==> src/rtl/bnn_pkg.sv <==
// Shared constants and FSM encoding for the 8-8-4 BNN core and its programming path.
package bnn_pkg;

   localparam int NUM_NEURONS = 12;
   localparam int WEIGHT_W    = 8;
   localparam int NIBBLE_W    = 4;

   typedef enum logic [2:0] {
      ST_IDLE  = 3'd0,
      ST_CLEAR = 3'd1,
      ST_WAIT  = 3'd2,
      ST_LO    = 3'd3,
      ST_HI    = 3'd4,
      ST_DONE  = 3'd5
   } state_t;

endpackage

==> src/rtl/bnn_weight_loader.sv <==
// Converts a valid/ready byte stream into the BNN core's two-cycle nibble-serial
// load protocol, preceded by a pointer-rewind pulse and followed by done/checksum.
module bnn_weight_loader #(
   parameter int NUM_NEURONS = bnn_pkg::NUM_NEURONS,
   parameter int CNT_W       = 4
) (
   input  logic             clk,
   input  logic             reset,
   input  logic             start,
   input  logic             s_valid,
   input  logic [7:0]       s_data,
   output logic             s_ready,
   output logic             load_en,
   output logic [3:0]       load_nibble,
   output logic             bnn_rst,
   output logic             busy,
   output logic             done,
   output logic [CNT_W-1:0] byte_count,
   output logic [7:0]       checksum
);
   import bnn_pkg::*;

   localparam logic [CNT_W-1:0] LAST_CNT = CNT_W'(NUM_NEURONS);

   state_t                  state_q, state_d;
   logic [WEIGHT_W-1:0]     byte_q, byte_d;
   logic [CNT_W-1:0]        count_q, count_d;
   logic [7:0]              csum_q, csum_d;
   logic                    load_en_q, load_en_d;
   logic [NIBBLE_W-1:0]     nibble_q, nibble_d;
   logic                    bnn_rst_q, bnn_rst_d;
   logic                    more_bytes;
   logic                    take;

   assign more_bytes = (count_q < LAST_CNT);
   assign s_ready    = (state_q == ST_WAIT) || ((state_q == ST_HI) && more_bytes);
   // A start in the same cycle as a handshake wins; that byte is dropped.
   assign take       = s_valid && s_ready && !start;

   always_comb begin
      state_d = state_q;
      byte_d  = byte_q;
      count_d = count_q;
      csum_d  = csum_q;
      if (start) begin
         state_d = ST_CLEAR;
         count_d = '0;
         csum_d  = '0;
      end else begin
         case (state_q)
            ST_CLEAR: state_d = ST_WAIT;
            ST_WAIT:  if (take) state_d = ST_LO;
            ST_LO:    state_d = ST_HI;
            ST_HI: begin
               if (take)            state_d = ST_LO;
               else if (more_bytes) state_d = ST_WAIT;
               else                 state_d = ST_DONE;
            end
            default:  state_d = state_q;
         endcase
         if (take) begin
            byte_d  = s_data;
            count_d = count_q + 1'b1;
            csum_d  = csum_q + s_data;
         end
      end
   end

   // Core-facing pins are decoded from the next state so they leave a flop cleanly.
   always_comb begin
      load_en_d = (state_d == ST_LO) || (state_d == ST_HI);
      bnn_rst_d = (state_d == ST_CLEAR);
      nibble_d  = '0;
      if (state_d == ST_LO)      nibble_d = byte_d[3:0];
      else if (state_d == ST_HI) nibble_d = byte_d[7:4];
   end

   always_ff @(posedge clk or posedge reset) begin
      if (reset) begin
         state_q   <= ST_IDLE;
         byte_q    <= '0;
         count_q   <= '0;
         csum_q    <= '0;
         load_en_q <= 1'b0;
         nibble_q  <= '0;
         bnn_rst_q <= 1'b0;
      end else begin
         state_q   <= state_d;
         byte_q    <= byte_d;
         count_q   <= count_d;
         csum_q    <= csum_d;
         load_en_q <= load_en_d;
         nibble_q  <= nibble_d;
         bnn_rst_q <= bnn_rst_d;
      end
   end

   assign load_en     = load_en_q;
   assign load_nibble = nibble_q;
   assign bnn_rst     = bnn_rst_q;
   assign busy        = (state_q == ST_CLEAR) || (state_q == ST_WAIT) ||
                        (state_q == ST_LO)    || (state_q == ST_HI);
   assign done        = (state_q == ST_DONE);
   assign byte_count  = count_q;
   assign checksum    = csum_q;

endmodule

==> config.mk <==
export PLATFORM = sky130hd
export DESIGN_NAME = bnn_weight_loader
export DESIGN_NICKNAME = d
export VERILOG_FILES = /design/src/rtl/bnn_pkg.sv /design/src/rtl/bnn_weight_loader.sv
export SDC_FILE = /design/constraint.sdc
export NUM_CORES = 1
export LEC_CHECK = 0
export CAP_MARGIN = 0
export CORE_UTILIZATION = 44
export CTS_CLUSTER_SIZE = 20
export DETAILED_ROUTE_END_ITERATION = 8
export PLACE_DENSITY = 0.77
export SLEW_MARGIN = 30
export SYNTH_ARGS = -nofsm -noshare
export SYNTH_HDL_FRONTEND = slang
export SYNTH_SLANG_ARGS = --single-unit
export TNS_END_PERCENT = 1
==> constraint.sdc <==
create_clock -name clk -period 1.8 [get_ports clk]
set_input_delay 0.36 -clock clk [delete_from_list [all_inputs] [get_ports clk]]
set_output_delay 0.36 -clock clk [all_outputs]
set_load 0.005 [all_outputs]
==> impl_metrics.env <==
export IMPL_outcome="finished with violations"
export IMPL_violations="negative setup slack"
export IMPL_relSlewSlack=0.7581
export IMPL_worstPathRequired_ns=2.03
export IMPL_clk_path_buf_depth=2
export IMPL_cts_hold_fix_buffers=0
export IMPL_io_pins=33
export IMPL_final_cell_mix="clkdlybuf4s50_1, buf_4, dfrtp_1"
export IMPL_wl_per_cell_um=15.10
export IMPL_synth_cell_area_um2=1449
export IMPL_fin_cells=234
export IMPL_cp_start_kind="register"
export IMPL_routed_wl_mm=3.534
export IMPL_fillers=242
export IMPL_rows=20
export IMPL_worstSetupPathType="register to register"
export IMPL_drt_iter0_markers=46
export IMPL_area_delta_synth_final_pct=42.05
export IMPL_clock_fmax_ghz=0.5400
export IMPL_synth_nets=155
export IMPL_die_area_um2=3527
export IMPL_critical_path_max_fanout=3
export IMPL_cts_tree="done"
export IMPL_drc_errors=0
export IMPL_clkLatencyLatePin_ns=0.33
export IMPL_grt_max_degree=26
export IMPL_seq_area_frac_synth=0.4318
export IMPL_globalRouteOverflowTotal=0
export IMPL_dp_hpwl_mm=2.517
export IMPL_pre_cts_ws_ns=-0.5431
export IMPL_slowest_stage="dfrtp_1"
export IMPL_vias=1213
export IMPL_maxCapViolations=0
export IMPL_port_buffers=32
export IMPL_p_per_area_nw_per_um2=767.3
export IMPL_ant_nets=0
export IMPL_hold_class="input port to register"
export IMPL_antenna_found_initial=0
export IMPL_period_share=1.029
export IMPL_whs_ns=0.3217
export IMPL_yosys_warnings=0
export IMPL_cts_sinks=25
export IMPL_place_gp_congestion=0.8438
export IMPL_viasPerCell=5.184
export IMPL_cp_end_kind="register"
export IMPL_ys_seq_elements=25
export IMPL_first_global_vias=1271
export IMPL_drv_slew=0
export IMPL_cp_arrival_ns=2.08
export IMPL_regArea_um2=628.1
export IMPL_drive_gt1_frac=0.2947
export IMPL_numCtsBuffers=3
export IMPL_synth_cells=134
export IMPL_crit_chain="ha_2, fa_2, a211oi_4, o21ai_2, a21oi_1, nand3b_1, a21oi_1"
export IMPL_rsz0062_at_grt="true"
export IMPL_n_antenna_cell=0
export IMPL_setup_viol=3
export IMPL_syn_area_per_cell_um2=10.81
export IMPL_multiInputGateArea_um2=815.8
export IMPL_ir_worst_vdd_v=0.0004002
export IMPL_initial_core_util=0.4707
export IMPL_fin_total_pwr_mw=1.579
export IMPL_ys_types=41
export IMPL_synth_async_reset_ratio=1.000
export IMPL_coreArea_um2=3078
export IMPL_nets=212
export IMPL_finalHoldViolCount=0
export IMPL_crit_top_cell="a21oi_1"
export IMPL_die_y_um=59.39
export IMPL_grt_use_total=0.2224
export IMPL_worst_slew_pin_slew_ns=0.3590
export IMPL_die_w_um=59.39
export IMPL_min_period_ns=1.852
export IMPL_cp_slowest_stage_delay_ns=0.42
export IMPL_setup_ws_ns=-0.05171
export IMPL_skew_ns=0.003309
export IMPL_dp_cells=226
export IMPL_cts_root_buf="clkbuf_4"
export IMPL_synth_edf_count=0
export IMPL_grt_pass1_wl_mm=5.858
export IMPL_synth_ff_type="dfrtp_1"
export IMPL_clk_pin_slew_ns=0.14
export IMPL_detail_route_first_pass_iterations=4
export IMPL_leakagePower_nw=0.9742
export IMPL_htreeDepth=1
export IMPL_final_util=0.6687
==> area by class of cell <==
type	instances	share of cell area
clock buffers	4	0.01277
inverters	2	0.003647
multi-input cells	100	0.3964
flip-flops and latches	25	0.3052
well taps	44	0.02675
repair buffers	59	0.2553
==> metrics by stage <==
step                TNS [ns]  instance area [um^2]
floorplan                  0                  1454
global placement      -1.907                  1938
detailed placement    -2.285                  1938
CTS                  -0.3763                  1997
global route         -0.2733                  2058
finish              -0.08324                  2058
==> worst max-delay path: cells and delay by family, from the launching register on <==
kind / cells / cell delay, ns
AO/OA/AOI/OAI: 4 / 0.60
flip-flops: 1 / 0.42
adder cells (fa/ha/maj): 2 / 0.61
AND/OR/NAND/NOR: 1 / 0.12
==> state kept, by name, summed over array words and instances (netlist names) <==
| register | flops |
|---|---|
| bnn_rst | 1 |
| byte_count | 4 |
| byte_q | 4 |
| checksum | 8 |
| load_en | 1 |
| load_nibble | 4 |
| state_q | 3 |
==> cell families (layout without fill, tap and decap cells) <==
family                     after synthesis  in the layout  share of synthesized area
AOI/OAI and AO/OA                       37             37                     0.1848
xor gates and xnor gates                 7              7                    0.04232
adders and majority gates                9              9                    0.08290
buffers and inverters                    9             65                    0.04922
DFF                                     25             25                     0.4318
muxes                                    4              4                    0.03627
and+or+nand+nor                         43             43                     0.1727
==> cells in the mapped netlist, types with 2 or more instances <==
master / count / area [um^2]
nand3_1: 4 / 20.02
inv_1: 2 / 7.510
and3_1: 2 / 12.51
a22o_1: 4 / 35.03
nor2b_1: 2 / 12.51
xor2_1: 3 / 26.28
clkbuf_1: 2 / 7.510
mux2_2: 2 / 22.52
xnor2_1: 4 / 35.03
a211o_1: 2 / 17.52
nor3b_1: 2 / 15.01
nor2_1: 9 / 33.78
or2_2: 2 / 12.51
buf_6: 3 / 33.78
o21ai_0: 5 / 25.02
nand3b_1: 2 / 15.01
nand2_1: 11 / 41.29
dfrtp_1: 25 / 625.6
mux2_4: 2 / 30.03
ha_1: 8 / 100.1
a21oi_1: 13 / 65.06
a21o_1: 3 / 22.52
o211ai_1: 2 / 15.01
a211oi_2: 2 / 25.02
nor3_1: 2 / 10.01
==> final timing paths <==
path / from / endpoint / slack (ns) / depth (start not counted)
setup / recovery: checksum[0] / checksum[6] / -0.05 / 7
hold / removal: s_data[0] / load_nibble[0] / 0.32 / 2
setup reg to reg: checksum[0] / checksum[6] / -0.05 / 7
hold reg to reg: byte_q[7] / load_nibble[3] / 0.51 / 1
max in group asynchronous: reset / state_q[1] / 1.18 / 3
min in group asynchronous: reset / load_nibble[0] / 0.36 / 3
==> timing repair <==
action | CTS | global route
hold endpoints to repair | 0 | 0
endpoints found under the setup margin | 7 | 6
gates resized for setup | 12 | 16
setup buffers | 2 | 2
pin swaps | 1 | 11
==> report_power, final <==
group | total [mW] | internal (mW) | switching, mW
registers | 0.713 | 0.647 | 0.0664
logic | 0.606 | 0.355 | 0.251
clock network | 0.260 | 0.0870 | 0.173
total | 1.58 | 1.09 | 0.491
==> layer usage <==
layer	GRT usage	vias up	wire length, um
met5	0	-	0
met4	0.09864	0	62
met3	0.03057	6	117
met2	0.3515	39	1771
met1	0.3028	578	1582
li1	-	590	-
No activity file was read; power rests on OpenSTA's default activity.
